===== config.mk =====
export PLATFORM = sky130hd
export DESIGN_NAME = sme_host
export DESIGN_NICKNAME = d
export VERILOG_FILES = /design/src/rtl/sme_pkg.sv /design/src/rtl/sme_char_buf.sv /design/src/rtl/sme_host.sv
export SDC_FILE = /design/constraint.sdc
export NUM_CORES = 1
export LEC_CHECK = 0
export CORE_ASPECT_RATIO = 1.1
export CORE_MARGIN = 4
export CORE_UTILIZATION = 40
export DETAILED_ROUTE_END_ITERATION = 10
export PLACE_DENSITY_LB_ADDON = 0.15
export SYNTH_ARGS = -nofsm -noshare
export SYNTH_HDL_FRONTEND = slang
export SYNTH_SLANG_ARGS = --single-unit

===== constraint.sdc =====
create_clock -name clk -period 6.1 [get_ports clk]
set_clock_uncertainty 0.1 [all_clocks]
set_input_delay 0.61 -clock clk [delete_from_list [all_inputs] [get_ports clk]]
set_output_delay 0.61 -clock clk [all_outputs]
set_load 0.05 [all_outputs]

===== src/rtl/sme_pkg.sv =====
// Shared definitions for the SME host transmitter.
// Holds the character constants the SME gives special meaning to, the
// default buffer depths and the host FSM state type. The host forwards
// characters verbatim, so the character constants are here for software
// and test code that builds patterns.
package sme_pkg;

  localparam logic [7:0] CH_CARET  = 8'h5E;
  localparam logic [7:0] CH_DOLLAR = 8'h24;
  localparam logic [7:0] CH_DOT    = 8'h2E;
  localparam logic [7:0] CH_SPACE  = 8'h20;

  localparam int STR_MAX_DEFAULT = 32;
  localparam int PAT_MAX_DEFAULT = 8;

  typedef enum logic [2:0] {
    ST_IDLE,
    ST_SEND_STR,
    ST_SEND_PAT,
    ST_WAIT,
    ST_DONE
  } host_state_t;

endpackage


===== src/rtl/sme_char_buf.sv =====
// Append-only character buffer with a saturating length.
// Ports:
//   clk, reset        clock, asynchronous active-high reset (clears length)
//   clr               set length to 0 (wins over wr)
//   wr, wr_data       append wr_data at index len; dropped when full
//   rd_idx, rd_data   combinational read of one stored character
//   len               number of valid characters (0..DEPTH)
module sme_char_buf
  import sme_pkg::*;
#(
  parameter int DEPTH = PAT_MAX_DEFAULT,
  localparam int LW = $clog2(DEPTH + 1),
  localparam int IW = $clog2(DEPTH)
) (
  input  logic          clk,
  input  logic          reset,
  input  logic          clr,
  input  logic          wr,
  input  logic [7:0]    wr_data,
  input  logic [IW-1:0] rd_idx,
  output logic [7:0]    rd_data,
  output logic [LW-1:0] len
);

  logic [7:0]    mem_q [DEPTH];
  logic [LW-1:0] len_q, len_d;
  logic          wr_en;

  // Next length: clear has priority, a write only lands while there is room.
  always_comb begin
    len_d = len_q;
    wr_en = 1'b0;
    if (clr) begin
      len_d = '0;
    end else if (wr && (len_q != LW'(DEPTH))) begin
      len_d = len_q + LW'(1);
      wr_en = 1'b1;
    end
  end

  always_ff @(posedge clk or posedge reset) begin
    if (reset) begin
      len_q <= '0;
    end else begin
      len_q <= len_d;
    end
  end

  // Contents are not reset; only the length defines what is valid.
  always_ff @(posedge clk) begin
    if (wr_en) begin
      mem_q[len_q[IW-1:0]] <= wr_data;
    end
  end

  assign rd_data = mem_q[rd_idx];
  assign len     = len_q;

endmodule


===== src/rtl/sme_host.sv =====
// Host-side transmitter for the string-matching engine.
// Buffers a string and a pattern, streams them over the SME character
// interface on start, waits for the engine result (or a timeout) and
// latches it into a result register.
// Ports:
//   clk, reset                      clock, asynchronous active-high reset
//   str_clr/str_wr, pat_clr/pat_wr  buffer clear / append (ignored while busy)
//   wr_data                         character to append
//   start, send_str                 launch; send_str=1 sends string then pattern
//   busy                            transaction in progress (through done)
//   chardata, isstring, ispattern   SME character interface (registered)
//   valid, match, match_index       SME result, only observed while waiting
//   done                            one-cycle pulse, result register updated
//   res_match/res_index/res_timeout/res_err  result register
module sme_host
  import sme_pkg::*;
#(
  parameter int STR_MAX = STR_MAX_DEFAULT,
  parameter int PAT_MAX = PAT_MAX_DEFAULT,
  parameter int TIMEOUT = 64
) (
  input  logic       clk,
  input  logic       reset,
  input  logic       str_clr,
  input  logic       str_wr,
  input  logic       pat_clr,
  input  logic       pat_wr,
  input  logic [7:0] wr_data,
  input  logic       start,
  input  logic       send_str,
  output logic       busy,
  output logic [7:0] chardata,
  output logic       isstring,
  output logic       ispattern,
  input  logic       valid,
  input  logic       match,
  input  logic [4:0] match_index,
  output logic       done,
  output logic       res_match,
  output logic [4:0] res_index,
  output logic       res_timeout,
  output logic       res_err
);

  localparam int SLW  = $clog2(STR_MAX + 1);
  localparam int PLW  = $clog2(PAT_MAX + 1);
  localparam int SIW  = $clog2(STR_MAX);
  localparam int PIW  = $clog2(PAT_MAX);
  localparam int IDXW = (SLW > PLW) ? SLW : PLW;
  localparam int TW   = $clog2(TIMEOUT + 1);

  logic [SLW-1:0] str_len;
  logic [PLW-1:0] pat_len;
  logic [7:0]     str_rd, pat_rd;
  logic [SIW-1:0] str_rd_idx;
  logic [PIW-1:0] pat_rd_idx;

  host_state_t     state_q, state_d;
  logic [IDXW-1:0] idx_q, idx_d;
  logic [IDXW-1:0] str_n_q, str_n_d;
  logic [IDXW-1:0] pat_n_q, pat_n_d;
  logic [TW-1:0]   wait_q, wait_d;
  logic [7:0]      chardata_q, chardata_d;
  logic            isstring_q, isstring_d;
  logic            ispattern_q, ispattern_d;
  logic            busy_q, busy_d;
  logic            done_q, done_d;
  logic            res_match_q, res_match_d;
  logic [4:0]      res_index_q, res_index_d;
  logic            res_timeout_q, res_timeout_d;
  logic            res_err_q, res_err_d;

  sme_char_buf #(.DEPTH(STR_MAX)) u_str_buf (
    .clk     (clk),
    .reset   (reset),
    .clr     (str_clr & ~busy_q),
    .wr      (str_wr & ~busy_q),
    .wr_data (wr_data),
    .rd_idx  (str_rd_idx),
    .rd_data (str_rd),
    .len     (str_len)
  );

  sme_char_buf #(.DEPTH(PAT_MAX)) u_pat_buf (
    .clk     (clk),
    .reset   (reset),
    .clr     (pat_clr & ~busy_q),
    .wr      (pat_wr & ~busy_q),
    .wr_data (wr_data),
    .rd_idx  (pat_rd_idx),
    .rd_data (pat_rd),
    .len     (pat_len)
  );

  // The character for the next cycle is fetched one step ahead: outside its
  // own send state each buffer is read at index 0 so the first character is
  // ready on the edge that enters that state.
  assign str_rd_idx = (state_q == ST_SEND_STR) ? idx_q[SIW-1:0] : '0;
  assign pat_rd_idx = (state_q == ST_SEND_PAT) ? idx_q[PIW-1:0] : '0;

  // Next-state and next-output logic. idx_q counts characters already
  // presented in the current send state. Lengths are snapshotted at start so
  // a write landing in the start cycle cannot stretch the transfer.
  always_comb begin
    state_d       = state_q;
    idx_d         = idx_q;
    str_n_d       = str_n_q;
    pat_n_d       = pat_n_q;
    wait_d        = wait_q;
    chardata_d    = 8'h00;
    isstring_d    = 1'b0;
    ispattern_d   = 1'b0;
    busy_d        = busy_q;
    done_d        = 1'b0;
    res_match_d   = res_match_q;
    res_index_d   = res_index_q;
    res_timeout_d = res_timeout_q;
    res_err_d     = res_err_q;

    case (state_q)
      ST_IDLE: begin
        if (start) begin
          busy_d  = 1'b1;
          str_n_d = IDXW'(str_len);
          pat_n_d = IDXW'(pat_len);
          if ((pat_len == '0) || (send_str && (str_len == '0))) begin
            state_d       = ST_DONE;
            done_d        = 1'b1;
            res_err_d     = 1'b1;
            res_timeout_d = 1'b0;
            res_match_d   = 1'b0;
            res_index_d   = '0;
          end else if (send_str) begin
            state_d    = ST_SEND_STR;
            isstring_d = 1'b1;
            chardata_d = str_rd;
            idx_d      = IDXW'(1);
          end else begin
            state_d     = ST_SEND_PAT;
            ispattern_d = 1'b1;
            chardata_d  = pat_rd;
            idx_d       = IDXW'(1);
          end
        end
      end

      ST_SEND_STR: begin
        if (idx_q == str_n_q) begin
          state_d     = ST_SEND_PAT;
          ispattern_d = 1'b1;
          chardata_d  = pat_rd;
          idx_d       = IDXW'(1);
        end else begin
          isstring_d = 1'b1;
          chardata_d = str_rd;
          idx_d      = idx_q + IDXW'(1);
        end
      end

      ST_SEND_PAT: begin
        if (idx_q == pat_n_q) begin
          state_d = ST_WAIT;
          wait_d  = '0;
        end else begin
          ispattern_d = 1'b1;
          chardata_d  = pat_rd;
          idx_d       = idx_q + IDXW'(1);
        end
      end

      // A result arriving on the final wait cycle still beats the timeout.
      ST_WAIT: begin
        if (valid) begin
          state_d       = ST_DONE;
          done_d        = 1'b1;
          res_match_d   = match;
          res_index_d   = match_index;
          res_timeout_d = 1'b0;
          res_err_d     = 1'b0;
        end else if (wait_q == TW'(TIMEOUT - 1)) begin
          state_d       = ST_DONE;
          done_d        = 1'b1;
          res_match_d   = 1'b0;
          res_index_d   = '0;
          res_timeout_d = 1'b1;
          res_err_d     = 1'b0;
        end else begin
          wait_d = wait_q + TW'(1);
        end
      end

      ST_DONE: begin
        state_d = ST_IDLE;
        busy_d  = 1'b0;
      end

      default: begin
        state_d = ST_IDLE;
        busy_d  = 1'b0;
      end
    endcase
  end

  // All state and outputs register here; reset aborts any transaction at once.
  always_ff @(posedge clk or posedge reset) begin
    if (reset) begin
      state_q       <= ST_IDLE;
      idx_q         <= '0;
      str_n_q       <= '0;
      pat_n_q       <= '0;
      wait_q        <= '0;
      chardata_q    <= 8'h00;
      isstring_q    <= 1'b0;
      ispattern_q   <= 1'b0;
      busy_q        <= 1'b0;
      done_q        <= 1'b0;
      res_match_q   <= 1'b0;
      res_index_q   <= '0;
      res_timeout_q <= 1'b0;
      res_err_q     <= 1'b0;
    end else begin
      state_q       <= state_d;
      idx_q         <= idx_d;
      str_n_q       <= str_n_d;
      pat_n_q       <= pat_n_d;
      wait_q        <= wait_d;
      chardata_q    <= chardata_d;
      isstring_q    <= isstring_d;
      ispattern_q   <= ispattern_d;
      busy_q        <= busy_d;
      done_q        <= done_d;
      res_match_q   <= res_match_d;
      res_index_q   <= res_index_d;
      res_timeout_q <= res_timeout_d;
      res_err_q     <= res_err_d;
    end
  end

  assign busy        = busy_q;
  assign chardata    = chardata_q;
  assign isstring    = isstring_q;
  assign ispattern   = ispattern_q;
  assign done        = done_q;
  assign res_match   = res_match_q;
  assign res_index   = res_index_q;
  assign res_timeout = res_timeout_q;
  assign res_err     = res_err_q;

endmodule


Word level (Yosys, flattened, before mapping)
Memories as Yosys holds them, arrays and structs flattened.
Index checks and enable logic that the tools add are counted.
Widths: inputs -> output; s select.

cells by class
  add/sub/neg operators = 4
  equal/unequal tests = 17
  muxes and demuxes = 72
  bitwise operators = 6
  reduce and logical (&&, ||, !) cells = 19

operator list
  operator             count
  $mux 8               5
  $mux 6               6
  $mux 1               31
  $mux 5               5
  $pmux 8 s3           1
  $mux 3               7
  $mux 7               3
  $pmux 6 s3           1
  $reduce_and 4->1     4
  $pmux 7 s2           1
  $add 6x1->6 const B  2
  $ne 2x2->1 const B   6
  $pmux 1 s2           6
  $pmux 3 s4           1
  $pmux 5 s2           1
  $mux 4               2
  $reduce_bool 2->1    4
  $add 7x1->7 const B  1
  $eq 7x6->1 const B   1
  $eq 3x2->1 const B   2
  $eq 6x4->1           1
  $eq 6x6->1           1
  $logic_not 6->1      1
  $ne 6x6->1 const B   1
  other kinds (16)     24

word-level totals
  bits in registers = 56
  RAM bits = 320
  input bits = 23
  output and inout port bits = 20
  logic and storage cells = 136
  memories kept = 2

memories
  memory           depth  bits a word  rd ports  clocked after memory_dff  write ports  line                source
  u_str_buf.mem_q  32     8            1         0                         1            sme_char_buf.sv:25  logic [7:0] mem_q [DEPTH];
  u_pat_buf.mem_q  8      8            1         0                         1            sme_char_buf.sv:25

Depth between registers and ports, before layout
  word-level depth = 7
  mapped depth = 10
  depth with buffers taken out = 8

Modules after synthesis
Synthesis repeated with hierarchy kept, for this count alone.

unflattened totals
  cell total of the unflattened synthesis = 790
  area total of the unflattened synthesis = 15,295.9 sq um

by module, submodules not included
  module                     instances  cells each  area an instance (sq um)  sequential area each (sq um)
  sme_char_buf at u_str_buf  1          446         10,228.6                  7,837.5
  sme_char_buf at u_pat_buf  1          131         2,767.7                   2,021.9
  sme_host                   1          213         2,299.7                   1,151.1

Least setup slack after synthesis
Ideal clock, no wire load.

  kind = register to register
  start = register busy_q, in the netlist busy
  end = memory u_pat_buf.mem_q[0][0] (enable)
  library setup time = 0.383 ns
  data arrival time = 2.055 ns
  data required time = 5.617 ns
  setup slack = 3.562 ns
  stages on the path, launching flop included = 6
  path buffers = 1
  period minus slack after synthesis = 2.538 ns
  cells stage by stage = dfrtp_1 > clkbuf_1 > a311o_1 > nor2_1 > nand2_1 > nor3_1

between the ends
  word-level cells in the longest chain between the ends = 7
  elaborated cells between the ends (all ways) = 8
  classes of those cells = mux (4); bitwise (3); reduce/logical (1)

ends and longest elaborated chain
  what                            line                            source
  from (decl)                     sme_host.sv:66                  logic busy_q, busy_d;
  from (signal assigned)          sme_host.sv:230                 busy_q <= busy_d;
  $not 1->1 *                     sme_host.sv:87, sme_host.sv:88
  $and 1x1->1                     sme_host.sv:88                  .wr (pat_wr & ~busy_q),
  $logic_and 1x1->1               sme_char_buf.sv:35              end else if (wr && (len_q != LW'(DEPTH))) begin
  $mux 1                          sme_char_buf.sv:35
  $mux 1 *                        sme_char_buf.sv:33              if (clr) begin
  $mux 1 *                        sme_char_buf.sv:51              if (wr_en) begin
  $mux 1 (implied by the code) *  sme_char_buf.sv:52              mem_q[len_q[IW-1:0]] <= wr_data;
  to (decl)                       sme_char_buf.sv:25

Mark *: on every way between the ends. The rest lies on a longest branch, timed or not.

Worst setup path after layout
  start = register idx_q[0]
  end = register chardata_q[1], in the netlist chardata[1]

between the ends
  word-level cells in the longest chain between the ends = 6
  elaborated cells between the ends (all ways) = 12
  classes of those cells = eq/ne (2); mux (8); memory (2)

ends and longest elaborated chain
  what                                                line                            source
  from (decl)                                         sme_host.sv:59                  logic [IDXW-1:0] idx_q, idx_d;
  from (signal assigned)                              sme_host.sv:223                 idx_q <= idx_d;
  $mux 5 / $mux 3 (equally long branches)             sme_host.sv:98, sme_host.sv:99
  $mem_v2 32x8 / $mem_v2 8x8 (equally long branches)  -
  $mux 8                                              sme_host.sv:133                 end else if (send_str) begin
  $mux 8                                              sme_host.sv:126                 if ((pat_len == '0) || (send_str && (str_len == '0))) begin
  $mux 8                                              sme_host.sv:122                 if (start) begin
  $pmux 8 s3 *                                        sme_host.sv:120                 case (state_q)
  via chardata_d[1]                                   sme_host.sv:63                  logic [7:0] chardata_q, chardata_d;
  to (signal assigned)                                sme_host.sv:227                 chardata_q <= chardata_d;
  to (decl)                                           sme_host.sv:63

Mark *: on every way through the listed nets, which the timed path passes. The rest lies on a longest branch.
A chain may end at the register's enable or synchronous reset.

==> impl_metrics.env <==
export IMPL_status="complete, no violations"
export IMPL_fill_cells=3434
export IMPL_drv_cap=0
export IMPL_cts_buffers=40
export IMPL_grt_pass1_vias=9803
export IMPL_die_w_microns=197
export IMPL_synth_edf_count=320
export IMPL_post_cts_resized=0
export IMPL_ys_types=71
export IMPL_fin_tns_setup_ns=0
export IMPL_clock_latency_ns=0.52
export IMPL_finalCriticalPeriod_ns=3.36
export IMPL_path_delay_family="buffers and inverters"
export IMPL_nets=1213
export IMPL_synth_cells=1144
export IMPL_worstSetupEndpoint="chardata[1]"
export IMPL_cts_tree="built"
export IMPL_tightestPinTransition_ns=1.00
export IMPL_cts_sinks=376
export IMPL_worstSetupPathType="flip-flop to flip-flop"
export IMPL_p_total_mw=6.89
export IMPL_drc=0
export IMPL_r2r_cells=7
export IMPL_yosys_warnings=0
export IMPL_diodes=0
export IMPL_synthFlopType="edfxtp_1"
export IMPL_pin_count=43
export IMPL_layout_commonest_cell="edfxtp_1"
export IMPL_drive_above_1_share_pct=9.58
export IMPL_grt_busiest_layer="met2"
export IMPL_rows=75
export IMPL_crit_path_cell_trace="buf_4 -> buf_4 -> mux2_2 -> o21ai_0 -> o21ai_0 -> a221oi_1 -> o22ai_1"
export IMPL_dpl_hpwl_mm=27.6
export IMPL_startpoint="idx_q[0]"
export IMPL_postLayoutCoreUtil_pct=46.5
export IMPL_cts_hold_buffers_added=0
export IMPL_cp_slowest_cell="dfrtp_4"
export IMPL_initial_core_util_pct=40.8
export IMPL_grtUsageMet2_pct=32.9
export IMPL_yosysSeqAreaShare_pct=70.2
export IMPL_cts_root_buf="clkbuf_16"
export IMPL_htreeDepth=2
export IMPL_cellPowerDensity_mw_per_mm2=385
export IMPL_grt_max_degree=54
export IMPL_port_buffers=42
export IMPL_avgSynthCellArea_sq_um=13.7
export IMPL_hold_viol_final=0
export IMPL_coreArea_sq_mm=0.0385
export IMPL_critPathMaxFanout=41
export IMPL_syn_nets=1175
export IMPL_end_kind="flip-flop"
export IMPL_period_share_pct=55.0
export IMPL_startpoint_type="flip-flop"
export IMPL_final_antenna_net_count=0
export IMPL_hp_class="primary input to async pin"
export IMPL_r2r_slack_ns=2.74
export IMPL_grt_overflow=0
export IMPL_wirelength_mm=43.1
export IMPL_wl_per_cell_microns=25.2
export IMPL_path_clk_slew_ns=0.06
export IMPL_path_buf_inv=2
export IMPL_cp_required_ns=6.35
export IMPL_vdd_drop_max_v=0.000317
export IMPL_use_met1_pct=29.0
export IMPL_p_leak_nw=6.02
export IMPL_drv_slew=0
export IMPL_critPathMaxStageDelay_ns=0.77
export IMPL_post_cts_buffers=0
export IMPL_track_usage_pct=20.1
export IMPL_rr_startpoint="idx_q[0]"
export IMPL_via_per_inst=5.83
export IMPL_gp_congestion=0.859
export IMPL_synth_async_reset_ratio_pct=14.9
export IMPL_relSlewSlack_pct=32.8
export IMPL_drtPass1Iterations=6
export IMPL_clock_path_buffers=3
export IMPL_synth_area_sq_mm=0.0157
export IMPL_final_setup_viol_count=0
export IMPL_antenna_found_initial=0
export IMPL_die_height_microns=216
export IMPL_num_vias=9974
export IMPL_grt_pass1_wl_mm=64.9
export IMPL_critical_path_depth=7
export IMPL_crit_arrival_ns=3.60
export IMPL_final_cell_mix="320 x edfxtp_1, 146 x nand2_1, 79 x nor2_1"
export IMPL_syn2layout_area_growth_pct=14.2
export IMPL_met3_usage_pct=2.81
export IMPL_synth_seq_cells=376
export IMPL_drt_iter0_markers=988
export IMPL_r2r_end="chardata[1]"
export IMPL_dieArea_sq_mm=0.0424
export IMPL_clock_fmax_ghz=0.298
export IMPL_rsz0062_at_grt="false"
-- metal layers --
| metal | vias to the layer above | wire length [microns] |
|---|---|---|
| met5 | - | 0 |
| met4 | 0 | 828 |
| met3 | 47 | 2600 |
| met2 | 355 | 20800 |
| met1 | 5125 | 18800 |
| li1 | 4447 | - |
-- worst reg2reg max path: stages (launching register included) --
cell and delay [ns]:
dfrtp_4 0.77, buf_4 0.57, buf_4 0.43, mux2_2 0.40, o21ai_0 0.13, o21ai_0 0.11
a221oi_1 0.41, o22ai_1 0.26
-- state kept, by name (all words and copies together), names as in the netlist --
register	count
chardata	8
str_n_q	6
state_q	3
ispattern	1
done	1
res_match	1
res_index	5
busy	1
u_pat_buf.len	4
res_timeout	1
u_str_buf.mem_q	256
u_pat_buf.mem_q	64
pat_n_q	4
wait_q	7
isstring	1
idx_q	6
res_err	1
u_str_buf.len	6
-- kinds of logic (layout without fill, tap and decap cells) --
logic type | count (synthesis) | in the layout | share of synthesized area, %
adder cells (fa/ha/maj) | 8 | 8 | 0.638
XOR/XNOR | 17 | 17 | 0.950
flip-flops | 376 | 376 | 70.2
buffers and inverters | 96 | 163 | 2.60
multiplexers | 47 | 47 | 4.14
AO/OA/AOI/OAI | 245 | 245 | 10.7
AND/OR/NAND/NOR | 355 | 355 | 10.7
-- metrics by stage --
step           hold WS [ns]  cell area, sq um  std cells  worst slack, ns
2_1_floorplan         0.367             15700       1144             3.56
3_3_place_gp          0.377             16600       1640             2.67
3_5_place_dp          0.384             16600       1640             2.64
4_1_cts               0.247             17900       1711             2.79
5_1_grt               0.271             17900       1711             2.57
6_report              0.254             17900       1711             2.74
-- power by group --
group | internal, mW | switching, mW
Combinational | 0.481 | 0.982
Clock | 1.43 | 0.958
Sequential | 2.91 | 0.127
Total | 4.82 | 2.07
-- synthesized netlist by cell type, drive strengths merged (5+ instances only) --
cell type	count	area, sq um
edfxtp	320	9610
nand2	146	548
nor2	79	297
dfrtp	56	1400
o21ai	51	255
a21oi	47	235
buf	37	186
clkbuf	34	128
nand3	32	160
a221oi	28	245
inv	25	93.8
nor3	24	125
mux2i	21	210
a31oi	18	113
o22ai	17	120
nor2b	16	100
mux2	13	146
mux4	13	293
a211oi	12	90.1
xnor2	11	96.3
a22o	10	87.6
a221o	8	80.1
and3	8	50.1
ha	8	100
nand4	8	50.1
o21a	8	60.1
o31ai	7	57.6
xor2	6	52.6
nand2b	5	31.3
nand4bb	5	56.3
o2bb2ai	5	43.8
-- worst min-delay path by stage --
stage,end,slack (ns),cells after the start
finish,ispattern,0.25,2
global route,res_index[1],0.27,2
floorplan,pat_n_q[3],0.37,2
detailed placement,pat_n_q[3],0.38,2
CTS,ispattern,0.25,2
global placement,res_timeout,0.38,1
-- final cells by class --
cell class	count	area, sq um	area share (%)
Clock buffer	46	1040	5.84
Clock inverter	25	231	1.29
Inverter	25	93.8	0.524
Multi-Input combinational cell	672	4290	24.0
Sequential cell	376	11000	61.5
Tap cell	500	626	3.49
Timing Repair Buffer	67	603	3.37
Power figures use the tool's default switching activity.
